### src/rtl/bp_coh_wh_link_arbiter.sv
// Wormhole arbiter: shares one coherence NoC injection link among els_p ready-and
// flit sources, holding the grant for a whole packet and rotating round-robin.
module bp_coh_wh_link_arbiter #(
  parameter int els_p        = 2,
  parameter int flit_width_p = 64,
  parameter int len_width_p  = 4,
  parameter int len_offset_p = 8
) (
  input  logic                            clk_i,
  input  logic                            reset_n_i,
  input  logic [els_p*flit_width_p-1:0]   in_data_i,
  input  logic [els_p-1:0]                in_v_i,
  output logic [els_p-1:0]                in_ready_and_o,
  output logic [flit_width_p-1:0]         out_data_o,
  output logic                            out_v_o,
  input  logic                            out_ready_and_i,
  output logic [els_p-1:0]                grant_o,
  output logic                            lock_o
);

  localparam int IDX_W = $clog2(els_p);

  typedef enum logic {
    IDLE  = 1'b0,
    BURST = 1'b1
  } state_e;

  state_e                                 r_state, w_state_nxt;
  logic [IDX_W-1:0]                       r_rr_ptr, w_rr_nxt;
  logic [IDX_W-1:0]                       r_grant, w_grant_nxt;
  logic [len_width_p-1:0]                 r_len_cnt, w_len_nxt;
  logic [IDX_W-1:0]                       w_pick, w_sel;
  logic                                   w_pick_v, w_active, w_xfer;
  logic [len_width_p-1:0]                 w_hdr_len;
  logic [els_p-1:0][flit_width_p-1:0]     w_data;

  function automatic logic [IDX_W-1:0] wrap_add(input logic [IDX_W-1:0] a, input int k);
    int s;
    s = int'(a) + k;
    if (s >= els_p) s = s - els_p;
    return s[IDX_W-1:0];
  endfunction

  // Scan farthest-to-nearest from rr_ptr so the nearest valid source is the last write.
  always_comb begin
    w_pick_v = 1'b0;
    w_pick   = r_rr_ptr;
    for (int k = els_p-1; k >= 0; k--) begin
      if (in_v_i[wrap_add(r_rr_ptr, k)]) begin
        w_pick_v = 1'b1;
        w_pick   = wrap_add(r_rr_ptr, k);
      end
    end
  end

  assign w_data     = in_data_i;
  assign w_sel      = (r_state == BURST) ? r_grant : w_pick;
  assign w_active   = reset_n_i & ((r_state == BURST) | w_pick_v);
  assign out_v_o    = reset_n_i & ((r_state == BURST) ? in_v_i[r_grant] : w_pick_v);
  assign out_data_o = w_data[w_sel];
  assign w_hdr_len  = out_data_o[len_offset_p +: len_width_p];
  assign w_xfer     = out_v_o & out_ready_and_i;
  assign lock_o     = (r_state == BURST);

  for (genvar g = 0; g < els_p; g++) begin : g_src
    assign grant_o[g]        = w_active & (w_sel == IDX_W'(g));
    assign in_ready_and_o[g] = out_ready_and_i & grant_o[g];
  end

  always_comb begin
    w_state_nxt = r_state;
    w_rr_nxt    = r_rr_ptr;
    w_grant_nxt = r_grant;
    w_len_nxt   = r_len_cnt;
    case (r_state)
      IDLE: begin
        if (w_xfer) begin
          if (w_hdr_len != '0) begin
            w_state_nxt = BURST;
            w_len_nxt   = w_hdr_len;
            w_grant_nxt = w_pick;
          end else begin
            w_rr_nxt = wrap_add(w_pick, 1);
          end
        end
      end
      BURST: begin
        if (w_xfer) begin
          w_len_nxt = r_len_cnt - 1'b1;
          if (r_len_cnt == len_width_p'(1)) begin
            w_state_nxt = IDLE;
            w_rr_nxt    = wrap_add(r_grant, 1);
          end
        end
      end
      default: w_state_nxt = IDLE;
    endcase
  end

  always_ff @(posedge clk_i or negedge reset_n_i) begin
    if (!reset_n_i) begin
      r_state   <= IDLE;
      r_rr_ptr  <= '0;
      r_grant   <= '0;
      r_len_cnt <= '0;
    end else begin
      r_state   <= w_state_nxt;
      r_rr_ptr  <= w_rr_nxt;
      r_grant   <= w_grant_nxt;
      r_len_cnt <= w_len_nxt;
    end
  end

endmodule

### config.mk
export PLATFORM = sky130hd
export DESIGN_NAME = bp_coh_wh_link_arbiter
export DESIGN_NICKNAME = d
export VERILOG_FILES = /design/src/rtl/bp_coh_wh_link_arbiter.sv
export SDC_FILE = /design/constraint.sdc
export NUM_CORES = 1
export LEC_CHECK = 0
export CAP_MARGIN = 40
export CORE_AREA = 2 2 79 81
export CTS_BUF_LIST = sky130_fd_sc_hd__clkbuf_2 sky130_fd_sc_hd__clkbuf_4 sky130_fd_sc_hd__clkbuf_8
export CTS_CLUSTER_DIAMETER = 60
export DETAILED_ROUTE_END_ITERATION = 12
export DIE_AREA = 0 0 81 83
export PLACE_DENSITY = 0.82
export SYNTH_ARGS = -nofsm -noshare
export SYNTH_HDL_FRONTEND = slang
export SYNTH_SLANG_ARGS = --single-unit
### constraint.sdc
create_clock -name clk_i -period 6.67 [get_ports clk_i]
set_clock_uncertainty 0.2 [all_clocks]
set_input_delay 1.334 -clock clk_i [delete_from_list [all_inputs] [get_ports clk_i]]
set_output_delay 1.334 -clock clk_i [all_outputs]
set_load 0.03 [all_outputs]
== After elaboration in Yosys (flattened, before gate mapping) ==
Cells that the tools add are included.

* Bitwise operators: 10
* Add/subtract/negate cells: 8
* Eq/ne operators: 6
* Mux-type cells: 32
* Reductions and logical operators: 4
* Order comparisons: 8

{| class="wikitable"
|+ Operators by type and width
! cell !! count
|-
| $mux 64 || 2
|-
| $mux 1 || 24
|-
| $mux 4 || 3
|-
| $lt 1x2->1 const B || 4
|-
| $pmux 4 s2 || 1
|-
| $and 1x1->1 || 7
|-
| $add 1x1->2 const B || 3
|-
| $ge 2x2->1 const B || 3
|-
| $ne 2x2->1 const B || 3
|-
| $reduce_and 3->1 || 2
|-
| $eq 4x1->1 const B || 1
|-
| $ne 2x1->1 const B || 2
|-
| $pmux 1 s2 || 2
|-
| $reduce_and 4->1 || 1
|-
| $reduce_bool 4->1 || 1
|-
| $sub 1x1->1 const B || 4
|-
| $sub 4x1->4 const B || 1
|-
| $ge 1x2->1 const B || 1
|-
| $not 1->1 || 2
|-
| $or 1x1->1 || 1
|}

* Input port bits: 133
* Output and inout port bits: 70
* Word-level logic and storage cells: 72
* Flip-flop bits (word level): 7

== Longest topological paths before layout ==
Gate-level depths: netlist of run 1.

* Depth in word-level cells: 14
* Mapped depth: 7
* Gate-level depth less buffers: 6

== Least setup slack after synthesis of run 1 ==
OpenSTA, ideal clock, no wires.

* Path type: input to output
* Start point: input in_v_i[0]
* End point: output grant_o[1]
* Setup slack: 2.466 ns
* Required time: 5.136 ns
* Path buffers: 1
* Stages on the path: 5
* Arrival: 2.670 ns
* Path through: nand2b_1 > a211oi_2 > nor2_1 > clkbuf_1 > nor2_1

* Cells in the longest elaborated chain, start to end: 7
* Elaborated cells on any way between the ends: 12
* Those cells by class: mux: 9; bitwise: 3

{| class="wikitable"
|+ RTL lines
! element !! RTL line !! RTL
|-
| start: declaration || 12 || <nowiki>input logic [els_p-1:0] in_v_i,</nowiki>
|-
| $mux 1 (implied by the code) (2 in a row) || 49 || <nowiki>if (in_v_i[wrap_add(r_rr_ptr, k)]) begin</nowiki>
|-
| $mux 1 (2 in a row) || 49 ||
|-
| $or 1x1->1 || 58 || <nowiki>assign w_active = reset_n_i & ((r_state == BURST) | w_pick_v);</nowiki>
|-
| $and 1x1->1 || 58 ||
|-
| $and 1x1->1 (*) || 66 || <nowiki>assign grant_o[g] = w_active & (w_sel == IDX_W'(g));</nowiki>
|-
| end: declaration || 17 || <nowiki>output logic [els_p-1:0] grant_o,</nowiki>
|}

Every way passes the cells marked *; elsewhere a longest branch is shown, timed or not. The select of a mux whose other input is x is not followed.

== Worst setup path in the final report of run 1 ==
* Start point: input in_v_i[0]
* End point: output out_data_o[6]

* Cells in the longest elaborated chain, start to end: 7
* Elaborated cells on any way between the ends: 9
* Those cells by class: mux: 9

{| class="wikitable"
|+ RTL lines
! element !! RTL line !! RTL
|-
| $mux 1 (implied by the code) (2 in a row) || 49 ||
|-
| $mux 1 || 49 ||
|-
| $mux 1 (*) || 49 ||
|-
| $mux 1 (*) || 57 || <nowiki>assign w_sel = (r_state == BURST) ? r_grant : w_pick;</nowiki>
|-
| $mux 64 (implied by the code) (*) (2 in a row) || 60 || <nowiki>assign out_data_o = w_data[w_sel];</nowiki>
|-
| end: declaration || 14 || <nowiki>output logic [flit_width_p-1:0] out_data_o,</nowiki>
|}

Marks and branches as above.

==> results by group, run 1 <==
Routing
  • Post-route ant nets: 0
  • WL/cell: 14.4 µm
  • DRC Markers: 0
  • DRT Pass-1 Iters: 4
  • Final WL: 7940 µm
  • DR iter-0 viols: 63
  • Routed vias: 2576
  • Vias per cell: 4.68

Finish
  • Commonest cells after routing, fill and taps aside: clkdlybuf4s50_1 (202), nand2_1 (192), inv_1 (7), dfrtp_1 (7), nand3_1 (6)
  • Most common cell after layout, fill and taps aside: clkdlybuf4s50_1
  • Layout cell share with drive strength beyond 1: 2.52%
  • Non-Filler Instances: 551
  • Diode count: 0
  • Final nets: 612
  • Design area: 3570 µm²
  • Area growth from synthesis to final layout: 148%

Synth
  • Synth area leaders: nand2_1 (50%), dfrtp_1 (12%), buf_2 (2.8%)
  • Register area share after synthesis: 12.2%
  • Register bit total from synthesis: 7
  • Async set-reset flop share out of synthesis: 100%
  • Area leader, netlist: nand2_1
  • Avg Cell Area, Syn: 5.08 µm²
  • Post-Syn Instances: 283
  • Synthesized area: 1440 µm²
  • Post-synth EDFFs: 0
  • Synth top area share: 50.3%
  • Syn. warnings: 0
  • Synth Flop Type: dfrtp_1
  • Syn nets: 418
  • Synth cell types: 39

Clock network
  • CTS resizes: 0
  • Clock Latency Late Sink: 0.23 ns
  • CTS root buffer: clkbuf_8
  • Htree depth: 1
  • CTS Buf Count: 3
  • CTS tree: built
  • Post-CTS Hold Buffers: 0
  • Clk buf depth: 2
  • Postcts setup bufs: 0
  • Clock-pin slew on the worst setup and hold paths: 0.04 ns
  • Clock Sinks: 7

Timing
  • Final Max Slew Viols: 0
  • Setup TNS: 0 ns
  • RSZ-0062 raised after global routing: no
  • # setup viols final: 0
  • Final hold vios: 0
  • Tcrit/Tclk final: 85.1%
  • Fin crit period: 5.67 ns
  • Normalized max-slew margin: 50.9%
  • Worst Tran Pin Value: 0.735 ns
  • Peak Freq: 0.176 GHz

Placement
  • Cells after DPL: 547
  • DP HPWL: 6430 µm
  • DP Area: 3530 µm²
  • Port bufs: 202
  • GPL Wtd Cong: 0.869

Critical path
  • Crit path DAT: 4.14 ns
  • WP data required: 5.14 ns
  • Max stage delay on crit path: 0.68 ns
  • Crit path max-delay family: buffers and inverters
  • Crit path cell chain: clkdlybuf4s50_1, nor2b_1, a211oi_2, nor2_4, buf_4, nand2_1, nand2_1, clkdlybuf4s50_1
  • WP buf/inv: 3
  • Crit path kind: in2out
  • Crit. End Element: primary output
  • Worst setup SP type: input pin
  • Critical-path top delay cell: clkdlybuf4s50_1
  • Worst-path fanout max: 35

Die
  • Width of the chip: 81 µm
  • Num ports: 203
  • Die height: 83 µm
  • Die area: 6720 µm²
  • Initial core utilization: 24.7%
  • Core area: 5820 µm²
  • Cell row count: 28

GRT
  • Grt total ovfl: 0
  • Initial antenna violation count: 0
  • First-pass GRT wire length: 11800 µm
  • Vias in the first global route: 2432
  • Largest net degree at the start of global routing: 36
  • Total GRT Usage: 22.0%

Min path
  • Hold Path Class: reg2reg

Power and ir drop
  • Pwr per Cell Area: 120 nW/µm²
  • Max IR drop VDD: 0.0735 mV
  • Leak: 1.65 nW

Outcome
  • Status: complete, no violations

Flow run
  • Maxcap violations: 0
==> per-layer routing <==
layer | GRT usage, % | wire length, µm | vias to the layer above | share of wire, %
met1 | 25.9 | 3160 | 1131 | 40
met3 | 7.39 | 889 | 17 | 11
met4 | 5.70 | 183 | 0 | 2.3
met5 | 0 | 0 | - | 0
met2 | 37.4 | 3710 | 125 | 47
li1 | - | - | 1303 | -
==> Yosys cell counts (all sizes together), types with 3 or more instances <==
library cell  instances
a21oi                 4
nand3                 6
nor2                  6
dfrtp                 7
nand2               193
or4                   4
mux2i                 3
buf                   8
inv                   7
o311ai                4
clkbuf                7
o21ai                 4
nor3                  3
==> per-stage QoR <==
step / power [mW] / utilization [%] / hold slack, ns / worst slack (ns)
floorplan: 0.195 / - / 0.290 / 2.47
global placement: 0.358 / 60.6 / 0.309 / 1.02
detailed placement: 0.362 / 60.6 / 0.326 / 0.981
CTS: 0.430 / 61.5 / 0.338 / 0.965
global route: 0.451 / 61.5 / 0.364 / 0.751
finish: 0.428 / 61.5 / 0.333 / 0.995
==> worst paths after layout <==
kind,slack (ns),to,depth (start not counted),start
setup reg to reg,4.26,r_rr_ptr,4,lock_o
hold reg to reg,0.33,r_len_cnt[2],2,r_len_cnt[2]
setup / recovery,1.0,out_data_o[6],8,in_v_i[0]
min in group asynchronous,1.22,r_len_cnt[3],1,reset_n_i
hold / removal,0.33,r_len_cnt[2],2,r_len_cnt[2]
max in group asynchronous,4.73,r_rr_ptr,1,reset_n_i
==> layout make-up <==
cell class              count  area, µm²
repair buffers            204       2050
flip-flops and latches      7        175
fillers                   533       2240
well taps                  75       93.8
multi-input cells         254       1180
inverters                   7       26.3
clock buffers               4       48.8
==> flip-flops by register name, summed over array words and instances, names as in the netlist <==
| name | count |
|---|---|
| r_grant | 1 |
| lock_o | 1 |
| r_len_cnt | 4 |
| r_rr_ptr | 1 |
==> logic make-up (layout without fill, tap and decap cells) <==
logic type	count (synthesis)	count (layout)	share of synthesized area, %
and+or+nand+nor	222	222	61.7
AOI/OAI and AO/OA	26	26	15.1
buffers and inverters	22	215	6.44
DFF	7	7	12.2
muxes	4	4	2.87
adders and majority gates	2	2	1.74
==> worst reg2reg max path: cells and delay by family (launching register included) <==
| family | cells | cell delay (ns) |
|---|---|---|
| compound gates | 1 | 0.35 |
| flops | 1 | 0.74 |
| simple gates | 3 | 1.01 |
==> where the power goes <==
part / leakage [nW] / internal (mW) / total (mW) / switching (mW)
combinational: 1.55 / 0.153 / 0.306 / 0.153
sequential: 0.0734 / 0.0490 / 0.0553 / 0.00630
clock: 0.0262 / 0.0457 / 0.0670 / 0.0214
total: 1.65 / 0.247 / 0.428 / 0.181
(Power assumes the default switching activity.)
==> run 2, diff against run 1 <==
CTS_BUF_LIST = sky130_fd_sc_hd__clkbuf_8   (was sky130_fd_sc_hd__clkbuf_2 sky130_fd_sc_hd__clkbuf_4 sky130_fd_sc_hd__clkbuf_8)
==> results by group, run 2 (synthesized netlist as in run 1, its figures left out) <==
Outcome
  • Status: complete, no violations

Min path
  • Worst Hold Depth: 2 (unchanged)
  • Hold Path Class: reg2reg
  • Hold wc startpoint: r_len_cnt[2]

Power and ir drop
  • Seq pwr share: 13.1% (+0.2 points)
  • Logic pwr share: 72.4% (+1.0 points)
  • Total Power: 423 µW (-1.2%)
  • Cell-internal power: 242 µW (-2.3%)
  • Psw: 181 µW (+0.16%)
  • Leak: 1.65 nW (about the same)
  • Clock network power share: 14.5% (-1.2 points)
  • Max IR drop VDD: 0.0736 mV (about the same)
  • Pwr per Cell Area: 118 nW/µm² (-1.1%)
  • Switch share: 42.9% (+0.60 points)

Routing
  • DRT Pass-1 Iters: 4 (unchanged)
  • Final WL: 8000 µm (+0.73%)
  • Post-route ant nets: 0 (unchanged)
  • Routed vias: 2582 (+0.23%)
  • DR iter-0 viols: 66 (+4.8%)
  • Vias per cell: 4.69 (+0.23%)
  • WL/cell: 14.5 µm (+0.73%)
  • DRC Markers: 0 (unchanged)

Critical path
  • Critical Path Sink: out_data_o[6]
  • Worst reg-to-reg path cell count: 4 (unchanged)
  • Critical path startpoint: in_v_i[0]
  • Crit path depth: 8 (unchanged)
  • Reg-to-reg setup timing slack: 4.25 ns (about the same)
  • Worst R2R Start: lock_o
  • Crit Reg-Reg Endpoint: r_rr_ptr
  • Worst setup SP type: input pin
  • WP data required: 5.14 ns (about the same)
  • WP buf/inv: 3 (unchanged)
  • Crit path cell chain: clkdlybuf4s50_1, nor2b_1, a211oi_2, nor2_4, buf_4, nand2_1, nand2_1, clkdlybuf4s50_1
  • Crit. End Element: primary output
  • Crit path DAT: 4.15 ns (about the same)
  • Crit path max-delay family: buffers and inverters
  • Worst-path fanout max: 35 (unchanged)
  • Max stage delay on crit path: 0.68 ns (about the same)
  • Crit path kind: in2out
  • Critical-path top delay cell: clkdlybuf4s50_1

Placement
  • DP HPWL: 6430 µm (unchanged)
  • GPL Wtd Cong: 0.869 (unchanged)
  • DP Area: 3530 µm² (unchanged)
  • Port bufs: 202 (unchanged)

Die
  • Num ports: 203 (unchanged)
  • Cell row count: 28 (unchanged)
  • Initial core utilization: 24.7% (unchanged)
  • Width of the chip: 81 µm (unchanged)
  • Core area: 5820 µm² (unchanged)
  • Die area: 6720 µm² (unchanged)
  • Die height: 83 µm (unchanged)

Timing
  • Worst Tran Pin Value: 0.737 ns (+0.00150 ns)
  • Final hold vios: 0 (unchanged)
  • RSZ-0062 raised after global routing: no
  • Peak Freq: 0.176 GHz (-0.20%)
  • Tcrit/Tclk final: 85.3% (+0.17 points)
  • # setup viols final: 0 (unchanged)
  • Normalized max-slew margin: 50.8% (-0.10 points)
  • Final Max Slew Viols: 0 (unchanged)
  • Fin crit period: 5.69 ns (+0.0116 ns)
  • Setup TNS: 0 ns (unchanged)

Finish
  • Design area: 3570 µm² (-0.11%)
  • Layout cell share with drive strength beyond 1: 2.31% (-0.21 points)
  • Area growth from synthesis to final layout: 148%
  • Final nets: 612 (unchanged)
  • Diode count: 0 (unchanged)
  • Commonest cells after routing, fill and taps aside: clkdlybuf4s50_1 (202), nand2_1 (192), inv_1 (8)
  • Register with the most flip-flops: r_len_cnt
  • Area occupied by multi-input gates: 1180 µm² (unchanged)
  • Register area: 175 µm² (unchanged)
  • Max reg flops: 4 (unchanged)
  • Most common cell after layout, fill and taps aside: clkdlybuf4s50_1
  • Fillers: 535 (+0.38%)

GRT
  • First-pass GRT wire length: 11900 µm (+0.41%)
  • Largest net degree at the start of global routing: 36 (unchanged)
  • Grt total ovfl: 0 (unchanged)
  • Vias in the first global route: 2435 (+0.12%)
  • Total GRT Usage: 22.1% (+0.18 points)
  • Initial antenna violation count: 0 (unchanged)

Clock network
  • CTS root buffer: clkbuf_8
  • Clock-pin slew on the worst setup and hold paths: 0.05 ns (about the same)
  • CTS Buf Count: 3 (unchanged)
  • Clock Sinks: 7 (unchanged)
  • Clk buf depth: 2 (unchanged)
  • CTS tree: built
  • Clock Latency Late Sink: 0.24 ns (about the same)
  • Post-CTS Hold Buffers: 0 (unchanged)
  • Postcts setup bufs: 0 (unchanged)
  • Htree depth: 1 (unchanged)
  • CTS resizes: 0 (unchanged)

Flow run
  • Maxcap violations: 0 (unchanged)
-- run 2: how the worst min path moves through the flow --
stage | to | slack (ns)
6_report | r_len_cnt[2] | 0.33
5_1_grt | r_len_cnt[2] | 0.36
4_1_cts | r_len_cnt[2] | 0.34
3_5_place_dp | r_len_cnt[2] | 0.33
3_3_place_gp | r_len_cnt[2] | 0.31
2_1_floorplan | r_len_cnt[2] | 0.29
-- run 2: layer usage --
| metal | vias up | share of wire, % | global-route usage (%) |
|---|---|---|---|
| met5 | - | 0 | 0 |
| met4 | 0 | 2.4 | 5.86 |
| met3 | 19 | 12 | 7.83 |
| met2 | 128 | 47 | 37.9 |
| met1 | 1132 | 39 | 25.7 |
| li1 | 1303 | - | - |
-- run 2: final cells by class --
cell class,instances,area share [%]
flip-flops and latches,7,4.91
clock buffers,3,1.16
multi-input cells,254,33.1
clock inverters,1,0.105
inverters,7,0.736
repair buffers,204,57.4
well taps,75,2.63
-- run 2: power groups by stage --
stage               clock (mW)  combinational (mW)  sequential [mW]
floorplan                    0               0.141           0.0539
global placement             0               0.303           0.0549
detailed placement           0               0.306           0.0558
CTS                     0.0608               0.308           0.0552
global route            0.0636               0.326           0.0563
finish                  0.0613               0.306           0.0553
-- run 2: worst min-delay path, cell delays in order, from the launching register on --
cell and delay [ns]:
dfrtp_1 0.34, a31oi_1 0.08, o311ai_1 0.07
-- run 2: per-stage QoR --
step	cells	util, %	setup slack [ns]	hold slack [ns]
detailed placement	547	60.6	0.981	0.326
global route	551	61.4	0.750	0.364
floorplan	283	-	2.47	0.290
finish	551	61.4	0.984	0.331
CTS	551	61.4	0.963	0.338
global placement	547	60.6	1.02	0.309
==> run 3, diff against run 2 <==
--- a/constraint.sdc
+++ b/constraint.sdc
@@ -4,2 +4,2 @@
 set_output_delay 1.334 -clock clk_i [all_outputs]
-set_load 0.03 [all_outputs]
+set_load 0.005 [all_outputs]
==> results by group, run 3 (synthesized netlist as in run 1, its figures left out) <==
Outcome
  • Status: complete, no violations

Clock network
  • Post-CTS Hold Buffers: 0 (unchanged)
  • Clock-pin slew on the worst setup and hold paths: 0.04 ns (about the same)
  • CTS root buffer: clkbuf_8
  • CTS resizes: 0 (unchanged)
  • CTS tree: built
  • Htree depth: 1 (unchanged)
  • Clk buf depth: 2 (unchanged)
  • CTS Buf Count: 3 (unchanged)
  • Postcts setup bufs: 0 (unchanged)
  • Clock Sinks: 7 (unchanged)
  • Clock Latency Late Sink: 0.24 ns (about the same)

Timing
  • Setup TNS: 0 ns (unchanged)
  • # setup viols final: 0 (unchanged)
  • Peak Freq: 0.183 GHz (+3.9%)
  • Fin crit period: 5.47 ns (-0.215 ns)
  • Normalized max-slew margin: 55.4% (+4.6 points)
  • Tcrit/Tclk final: 82.0% (-3.2 points)
  • Final Max Slew Viols: 0 (unchanged)
  • Final hold vios: 0 (unchanged)
  • Worst Tran Pin Value: 0.669 ns (-0.0675 ns)
  • RSZ-0062 raised after global routing: no

Power and ir drop
  • Max IR drop VDD: 0.109 mV (+48%)
  • Leak: 1.66 nW (+0.78%)
  • Pwr per Cell Area: 99.4 nW/µm² (-16%)

Finish
  • Most common cell after layout, fill and taps aside: clkdlybuf4s50_1
  • Layout cell share with drive strength beyond 1: 2.72% (+0.41 points)
  • Commonest cells after routing, fill and taps aside: clkdlybuf4s50_1 (202), nand2_1 (192), inv_1 (8)
  • Fillers: 538 (+0.56%)
  • Diode count: 0 (unchanged)
  • Final nets: 614 (+0.33%)
  • Max reg flops: 4 (unchanged)
  • Area growth from synthesis to final layout: 150%
  • Design area: 3590 µm² (+0.63%)
  • Register with the most flip-flops: r_len_cnt

Routing
  • DR iter-0 viols: 91 (+38%)
  • Routed vias: 2548 (-1.3%)
  • DRT Pass-1 Iters: 4 (unchanged)
  • DRC Markers: 0 (unchanged)
  • Vias per cell: 4.61 (-1.7%)
  • Post-route ant nets: 0 (unchanged)
  • Final WL: 7920 µm (-0.95%)
  • WL/cell: 14.3 µm (-1.3%)

Placement
  • DP HPWL: 6420 µm (-0.17%)
  • GPL Wtd Cong: 0.891 (+2.6%)
  • Port bufs: 202 (unchanged)
  • DP Area: 3550 µm² (+0.64%)

Die
  • Cell row count: 28 (unchanged)
  • Core area: 5820 µm² (unchanged)
  • Initial core utilization: 24.7% (unchanged)
  • Die area: 6720 µm² (unchanged)
  • Width of the chip: 81 µm (unchanged)
  • Die height: 83 µm (unchanged)
  • Num ports: 203 (unchanged)

Critical path
  • Crit path DAT: 3.94 ns (-0.21 ns)
  • Max stage delay on crit path: 0.59 ns (-0.09 ns)
  • Critical-path top delay cell: clkdlybuf4s50_1
  • Crit. End Element: primary output
  • Crit path cell chain: clkdlybuf4s50_1, nand2b_1, a211o_1, nand2_2, buf_16, nand2_1, nand2_1, clkdlybuf4s50_1
  • Crit path kind: in2out
  • Worst setup SP type: input pin
  • Reg-to-reg setup timing slack: 3.94 ns (-0.31 ns)
  • Worst-path fanout max: 33 (-5.7%)
  • WP data required: 5.14 ns (about the same)

Flow run
  • Maxcap violations: 0 (unchanged)

GRT
  • First-pass GRT wire length: 11700 µm (-1.6%)
  • Vias in the first global route: 2374 (-2.5%)
  • Initial antenna violation count: 0 (unchanged)
  • Total GRT Usage: 21.8% (-0.36 points)
  • Grt total ovfl: 0 (unchanged)
  • Largest net degree at the start of global routing: 35 (-2.8%)

Min path
  • Hold Path Class: reg2reg
## run 3: cell types whose count changed in the layout (fill, tap and decap cells not counted)
cell	previous run	this run
buf_12	1	0
buf_16	0	1
buf_4	1	3
## run 3: area by class of cell
type	instances	area, µm²	area share [%]
clock buffer	3	41.3	1.15
clock inverter	1	3.75	0.104
inverter	7	26.3	0.731
multi-input combinational	254	1180	32.9
sequential	7	175	4.87
tap	75	93.8	2.61
timing repair buffer	206	2070	57.7
## run 3: path summary, 6_finish.rpt
| path | from | cells after the start | endpoint |
|---|---|---|---|
| worst min register to register | r_len_cnt[1] | 2 | r_len_cnt[1] |
| min in group asynchronous | reset_n_i | 1 | r_rr_ptr |
| worst min-delay path | r_len_cnt[1] | 2 | r_len_cnt[1] |
| worst max register to register | lock_o | 6 | r_rr_ptr |
| max in group asynchronous | reset_n_i | 1 | r_len_cnt[1] |
| worst max-delay path | in_v_i[1] | 8 | out_data_o[26] |
## run 3: metal layers
layer  GRT usage (%)  part of all wire (%)  up-vias
met5               0                     0        -
met3            7.83                    12       11
li1                -                     -     1310
met1            25.0                    40     1106
met4            5.24                   1.5        0
met2            37.8                    47      121
## run 3: worst max-delay path, delay by kind of cell
family	cells	cell delay, ns
AOI/OAI and AO/OA	1	0.39
buffers and inverters	3	1.38
and+or+nand+nor	4	0.82
## run 3: where the power goes
group          switching (mW)  internal [mW]
sequential            0.00537         0.0490
clock                  0.0227         0.0402
combinational          0.0865          0.153
total                   0.115          0.243
## run 3: stage by stage
| stage | hold slack (ns) | total power, mW | util, % | worst slack [ns] | instances |
|---|---|---|---|---|---|
| 6_report | 0.337 | 0.357 | 61.8 | 1.20 | 553 |
| 5_1_grt | 0.372 | 0.383 | 61.8 | 1.05 | 553 |
| 3_3_place_gp | 0.311 | 0.290 | 60.5 | 1.08 | 548 |
| 2_1_floorplan | 0.290 | 0.128 | - | 2.72 | 283 |
| 4_1_cts | 0.335 | 0.360 | 61.8 | 1.19 | 553 |
| 3_5_place_dp | 0.323 | 0.295 | 61.0 | 1.21 | 549 |
